<file path="config.mk">
export PLATFORM = sky130hd
export DESIGN_NAME = pipe_stage_reg
export DESIGN_NICKNAME = d
export VERILOG_FILES = /design/src/rtl/pipe_stage_reg.sv
export SDC_FILE = /design/constraint.sdc
export NUM_CORES = 1
export LEC_CHECK = 0
export ABC_AREA = 1
export CAP_MARGIN = 20
export CORE_ASPECT_RATIO = 1.4
export CORE_MARGIN = 5
export CORE_UTILIZATION = 37
export CTS_BUF_LIST = sky130_fd_sc_hd__clkbuf_4 sky130_fd_sc_hd__clkbuf_8
export CTS_CLUSTER_SIZE = 40
export DETAILED_ROUTE_END_ITERATION = 6
export GPL_TIMING_DRIVEN = 0
export PLACE_DENSITY = 0.78
export SETUP_SLACK_MARGIN = 0.2
export SYNTH_ARGS = -nofsm -noshare
export SYNTH_HDL_FRONTEND = slang
export SYNTH_SLANG_ARGS = --single-unit
</file>
<file path="constraint.sdc">
create_clock -name clk -period 1.2 [get_ports clk]
set_clock_uncertainty 0.2 [all_clocks]
set_input_delay 0.24 -clock clk [delete_from_list [all_inputs] [get_ports clk]]
set_output_delay 0.24 -clock clk [all_outputs]
set_load 0.1 [all_outputs]
</file>
<file path="src/rtl/pipe_stage_reg.sv">
// Pipeline stage register: payload plus valid bit, flush bubble insertion, stall hold and stall watchdog.
// Defining PIPE_STAGE_PERF_EN adds saturating stall_cycles / flush_cycles event counters.
module pipe_stage_reg #(
  parameter int unsigned      WIDTH      = 32,
  parameter logic [WIDTH-1:0] RESET_VAL  = '0,
  parameter logic [31:0]      BUBBLE_VAL = 32'h0000_0013,
  parameter int unsigned      MAX_STALL  = 15
) (
  input  logic             clk,
  input  logic             rst,
  input  logic             stall,
  input  logic             flush,
  input  logic [WIDTH-1:0] d,
  input  logic             valid_in,
  output logic [WIDTH-1:0] q,
  output logic             valid_out,
  output logic             stall_timeout
`ifdef PIPE_STAGE_PERF_EN
  ,
  output logic [31:0]      stall_cycles,
  output logic [31:0]      flush_cycles
`endif
);

  localparam int unsigned      CNT_W    = $clog2(MAX_STALL + 1);
  localparam logic [CNT_W-1:0] CNT_MAX  = CNT_W'(MAX_STALL);
  localparam logic [WIDTH-1:0] BUBBLE_W = WIDTH'(BUBBLE_VAL);

  logic [WIDTH-1:0] r_q;
  logic             r_valid;
  logic [CNT_W-1:0] r_stall_cnt;

  logic [WIDTH-1:0] w_q_nxt;
  logic             w_valid_nxt;
  logic [CNT_W-1:0] w_stall_cnt_nxt;

  // Flush beats stall beats load; reset is applied in the register process.
  always_comb begin
    w_q_nxt         = r_q;
    w_valid_nxt     = r_valid;
    w_stall_cnt_nxt = r_stall_cnt;
    if (flush) begin
      w_q_nxt         = BUBBLE_W;
      w_valid_nxt     = 1'b0;
      w_stall_cnt_nxt = '0;
    end else if (stall) begin
      if (r_stall_cnt != CNT_MAX) begin
        w_stall_cnt_nxt = r_stall_cnt + CNT_W'(1);
      end
    end else begin
      w_q_nxt         = d;
      w_valid_nxt     = valid_in;
      w_stall_cnt_nxt = '0;
    end
  end

  always_ff @(posedge clk) begin
    if (rst) begin
      r_q         <= RESET_VAL;
      r_valid     <= 1'b0;
      r_stall_cnt <= '0;
    end else begin
      r_q         <= w_q_nxt;
      r_valid     <= w_valid_nxt;
      r_stall_cnt <= w_stall_cnt_nxt;
    end
  end

  assign q             = r_q;
  assign valid_out     = r_valid;
  assign stall_timeout = (r_stall_cnt == CNT_MAX);

`ifdef PIPE_STAGE_PERF_EN
  localparam logic [31:0] PERF_MAX = 32'hFFFF_FFFF;

  logic [31:0] r_stall_cycles;
  logic [31:0] r_flush_cycles;
  logic [31:0] w_stall_cycles_nxt;
  logic [31:0] w_flush_cycles_nxt;

  // Event counters saturate rather than wrap so long runs never read as short ones.
  always_comb begin
    w_stall_cycles_nxt = r_stall_cycles;
    w_flush_cycles_nxt = r_flush_cycles;
    if (stall && !flush && (r_stall_cycles != PERF_MAX)) begin
      w_stall_cycles_nxt = r_stall_cycles + 32'd1;
    end
    if (flush && (r_flush_cycles != PERF_MAX)) begin
      w_flush_cycles_nxt = r_flush_cycles + 32'd1;
    end
  end

  always_ff @(posedge clk) begin
    if (rst) begin
      r_stall_cycles <= '0;
      r_flush_cycles <= '0;
    end else begin
      r_stall_cycles <= w_stall_cycles_nxt;
      r_flush_cycles <= w_flush_cycles_nxt;
    end
  end

  assign stall_cycles = r_stall_cycles;
  assign flush_cycles = r_flush_cycles;
`endif

endmodule
</file>
==> After elaboration in Yosys (flattened, before gate mapping) <==
Index checks and enable logic that the tools add are counted.
{ "word_totals": {"rom_bits": 0, "wordCells": 13, "latch_bits": 0, "output_inout_bits": 34, "register_bits": 37, "n_memories": 0, "inputBits": 37, "mem_bits_rw": 0} }
{ "op_classes": {"n_lt_le_gt_ge": 0, "n_bitwise": 1, "n_mul": 0, "n_div": 0, "mux": 2, "n_shift": 0, "add_sub_neg": 1, "n_eq_ne": 3, "reduce_logical": 2} }
{ "op_table": {"columns": ["cell", "n"], "rows": [
  ["5-bit 2-to-1 mux", 2],
  ["4-bit by 1-bit adder with 4-bit output, second input constant", 1],
  ["4-bit == test, second input constant", 1],
  ["4-bit != test, second input constant", 1],
  ["3-bit OR reduction", 1],
  ["2-bit by 1-bit != test with 1-bit output, second input constant", 1],
  ["2-bit OR reduction", 1],
  ["1-bit NOT", 1]
]} }

==> Longest topological paths before layout <==
{ "depth": {"ltp_word": 2, "depth_mapped": 6, "mapped_depth_nobuf": 5} }

==> Least setup slack after synthesis <==
Ideal clock, no wire load.
{ "synth_path": {"path_kind": "reg-to-output", "start": "reg r_stall_cnt[0]", "end": "out stall_timeout", "stages_incl_launch_ff": 4, "arrival_ns": 1.292, "path_buffers": 0, "slack_ns": -0.532, "t_required_ns": 0.760, "cell_sequence": "dfxtp_1 -> ha_1 -> nand3_1 -> inv_1"} }
{ "synth_between": {"elab_chain_len": 1} }
{ "synth_rtl": {"columns": ["item", "line", "rtl"], "rows": [
  ["from (decl)", "31", "logic [CNT_W-1:0] r_stall_cnt;"],
  ["from (signal assigned)", "65", "r_stall_cnt <= w_stall_cnt_nxt;"],
  ["4-bit == test", "71", "assign stall_timeout = (r_stall_cnt == CNT_MAX);"],
  ["to (decl)", "17", "output logic stall_timeout"]
]} }
No other way between the ends.

==> Final worst setup path <==
Same ends and word-level chain as after synthesis.

==> summary.txt <==
Worst setup path
  • CP delay by family, top: flip-flops
  • CP peak stage delay: 0.34 ns
  • Worst-path cell chain: ha_4 -> nand3_4 -> clkinvlp_4 -> buf_12
  • Worst path arrival time: 1.11 ns
  • Worst path slowest cell: dfxtp_2
  • CP Capture Type: primary output
  • Critical Path Fanout Max: 2
  • CP Class: flop to primary output
  • WP data required: 0.76 ns
  • Worst path bufs/invs: 2
  • Crit path launch type: flop

STA
  • Final count of negative-setup-slack endpoints: 36
  • Slew @ Worst Pin: 0.2209 ns
  • Final hold viol count: 0
  • Worst hold slack: 0.06341 ns
  • Highest clock rate: 0.6449 GHz
  • Slack of the critical path: -0.3505 ns
  • Max Transition Viols Final: 0
  • Period utilisation layout: 129.2%
  • Min cycle time layout: 1.551 ns
  • Rel. slew slack: 85.25%
  • RSZ-0062 raised after global routing: yes

Pwr
  • Largest vdd supply drop: 0.8141 mV
  • Comb power frac: 26.7%
  • Leakage: 1.162 nW
  • Int Pwr: 1.963 mW
  • Sw Ratio: 30.71%
  • Power density over the cells: 984.0 nW/um^2
  • Clk network pwr share: 28.6%
  • Flop pwr share: 44.7%
  • P_sw: 869.9 uW

Placed design
  • Placed insts: 295
  • GP Congestion: 0.7599
  • Number of port buffers: 69
  • Final HPWL DP: 2667 microns

CTS
  • Clk root buf: clkbuf_8
  • CTS buffer count: 5
  • Reg clk slew, reported paths: 0.07 ns
  • CTS H-Tree Depth: 2
  • CTS tree: yes
  • Hold_buf cts: 0
  • CTS sink cnt: 37
  • Clk buf depth: 2
  • Worst skew pair latency: 0.28 ns

Status
  • Failing checks: setup timing
  • Status: finished with violations

Route
  • WL final: 4307 microns
  • WL/cell: 13.67 microns
  • Via Count: 1475
  • DR pass1 iterations: 4
  • 1st-iter DRT viols: 73
  • DRC Markers: 0
  • Antenna Nets Post-Route: 0
  • Via density: 4.683

Yosys
  • Syn Nets: 222
  • Leading area contributor after synthesis: dfxtp_1
  • Synth cell types: 14
  • Number of cells produced by synthesis: 184
  • Yosys warnings: 0
  • Seq cells post-synth: 37
  • Post-synth top area share: 52.39%
  • Post-Syn Area: 1414 sq um
  • Seq/Total Area, Yosys: 52.39%
  • Mean area per synthesized cell: 7.684 sq um
  • Top post-synthesis cells by area: dfxtp_1 (52%), nand2_1 (21%), a21oi_1 (11%), buf_6 (5.6%), nand3_1 (2.1%)

Finish
  • N_diodes: 0
  • Area grow syn2layout: 103.6%
  • Final core occ: 78.32%
  • Share of layout cells above drive strength 1: 42.12%
  • Nets: 311
  • Final Non-Filler Cells: 315

Floorplanning
  • Die ar.: 5175 sq um
  • DIE WIDTH: 62.25 microns
  • Die height: 83.14 microns
  • Starting Density: 38.46%
  • # IOs: 71
  • Number of rows in the core area: 26
  • Total core area: 3676 sq um

GRT
  • Total GRT Usage: 16.53%
  • Number of global-route vias before repair: 1508
  • Largest net degree at the start of global routing: 11
  • Initial antenna violation count: 0
  • First-pass GRT wire length: 6803 microns
  • Global route overflow: 0

Job
  • Max Cap Violations: 0

Worst hold path
  • Worst min-delay path category: primary input to flop
## per-stage QoR
stage	cell area, sq um	power, mW	worst slack, ns	TNS, ns
final	2879	2.833	-0.3505	-2.062
after global routing	2879	2.944	-0.4107	-3.153
after CTS	2811	2.857	-0.3664	-2.581
after detailed placement	2312	1.910	-1.037	-34.39
after global placement	2312	1.905	-1.032	-34.19
after floorplan	1569	1.690	-0.2131	-0.2131
## cells in the mapped netlist
cell / count
nand2_1: 79
nand4_1: 1
a21oi_1: 30
dfxtp_1: 37
nor2_2: 1
nand3_1: 6
inv_1: 8
nor2_1: 7
ha_1: 1
buf_6: 7
inv_6: 1
nor3_1: 1
inv_2: 2
buf_2: 3
## timing repair
action	CTS	global route
pin swaps	3	2
resized for setup	315	11
gates cloned	1	0
buffers inserted	7	5
setup endpoints to repair	68	50
## worst reg2reg max path, stage by stage (launching register included)
cell     delay, ns
dfxtp_2       0.35
ha_4          0.15
nand3_4       0.07
buf_4         0.14
buf_6         0.11
nor2_1        0.09
nor2_1        0.05
## worst paths after layout
kind,start,cells after the start,slack [ns],endpoint
worst max register to register,r_stall_cnt[0]$_SDFFE_PP0P_,6,-0.06,r_stall_cnt[1]$_SDFFE_PP0P_
worst min register to register,q[31]$_SDFFE_PP0N_,2,0.30,q[31]$_SDFFE_PP0N_
worst min-delay path,stall,3,0.06,r_stall_cnt[2]$_SDFFE_PP0P_
worst max-delay path,r_stall_cnt[0]$_SDFFE_PP0P_,4,-0.35,stall_timeout
## placed cells by master, fill, tap and decap left out, drive strengths merged
master / instances
dfxtp: 37
buf: 57
clkbuf: 6
ha: 1
nand3: 6
a21oi: 30
clkinvlp: 1
inv: 10
nor3: 1
clkdlybuf4s50: 33
nand4: 1
clkinv: 1
nor2: 8
dlygate4sd2: 2
nand2: 79
## routing by layer
layer  up-vias  global-route usage [%]  wire length, microns
met4         0                   8.679                   112
met1       676                   15.04                  1584
met2        41                   31.13                  2399
met3         7                   5.541                   210
li1        751                       -                     -
met5         -                       0                     0
## registers in the layout, summed over array words and instances (netlist names)
register and cells:
q 32, r_stall_cnt 4, valid_out 1
## final cells by class
type,count,area (sq um)
repair buffers,82,1127
flip-flops and latches,37,868.3
fillers,250,797.0
multi-input cells,126,595.6
plain buffers,10,105.1
clock buffers,6,76.32
well taps,42,52.55
inverters,11,50.05
clock inverters,1,3.754
## power groups by stage
stage               logic [mW]  registers [mW]  clock network [mW]
finish                   0.755            1.27               0.810
global route             0.789            1.27               0.883
CTS                      0.741            1.27               0.851
detailed placement       0.639            1.27                   0
global placement         0.635            1.27                   0
floorplan                0.133            1.56                   0
## cells by family after synthesis
logic type / count (synthesis) / synth area share, %
AO/OA/AOI/OAI: 30 / 10.62
buffers and inverters: 21 / 9.912
AND/OR/NAND/NOR: 95 / 26.20
adder cells (fa/ha/maj): 1 / 0.8848
flip-flops: 37 / 52.39
Power figures use the tool's default switching activity.
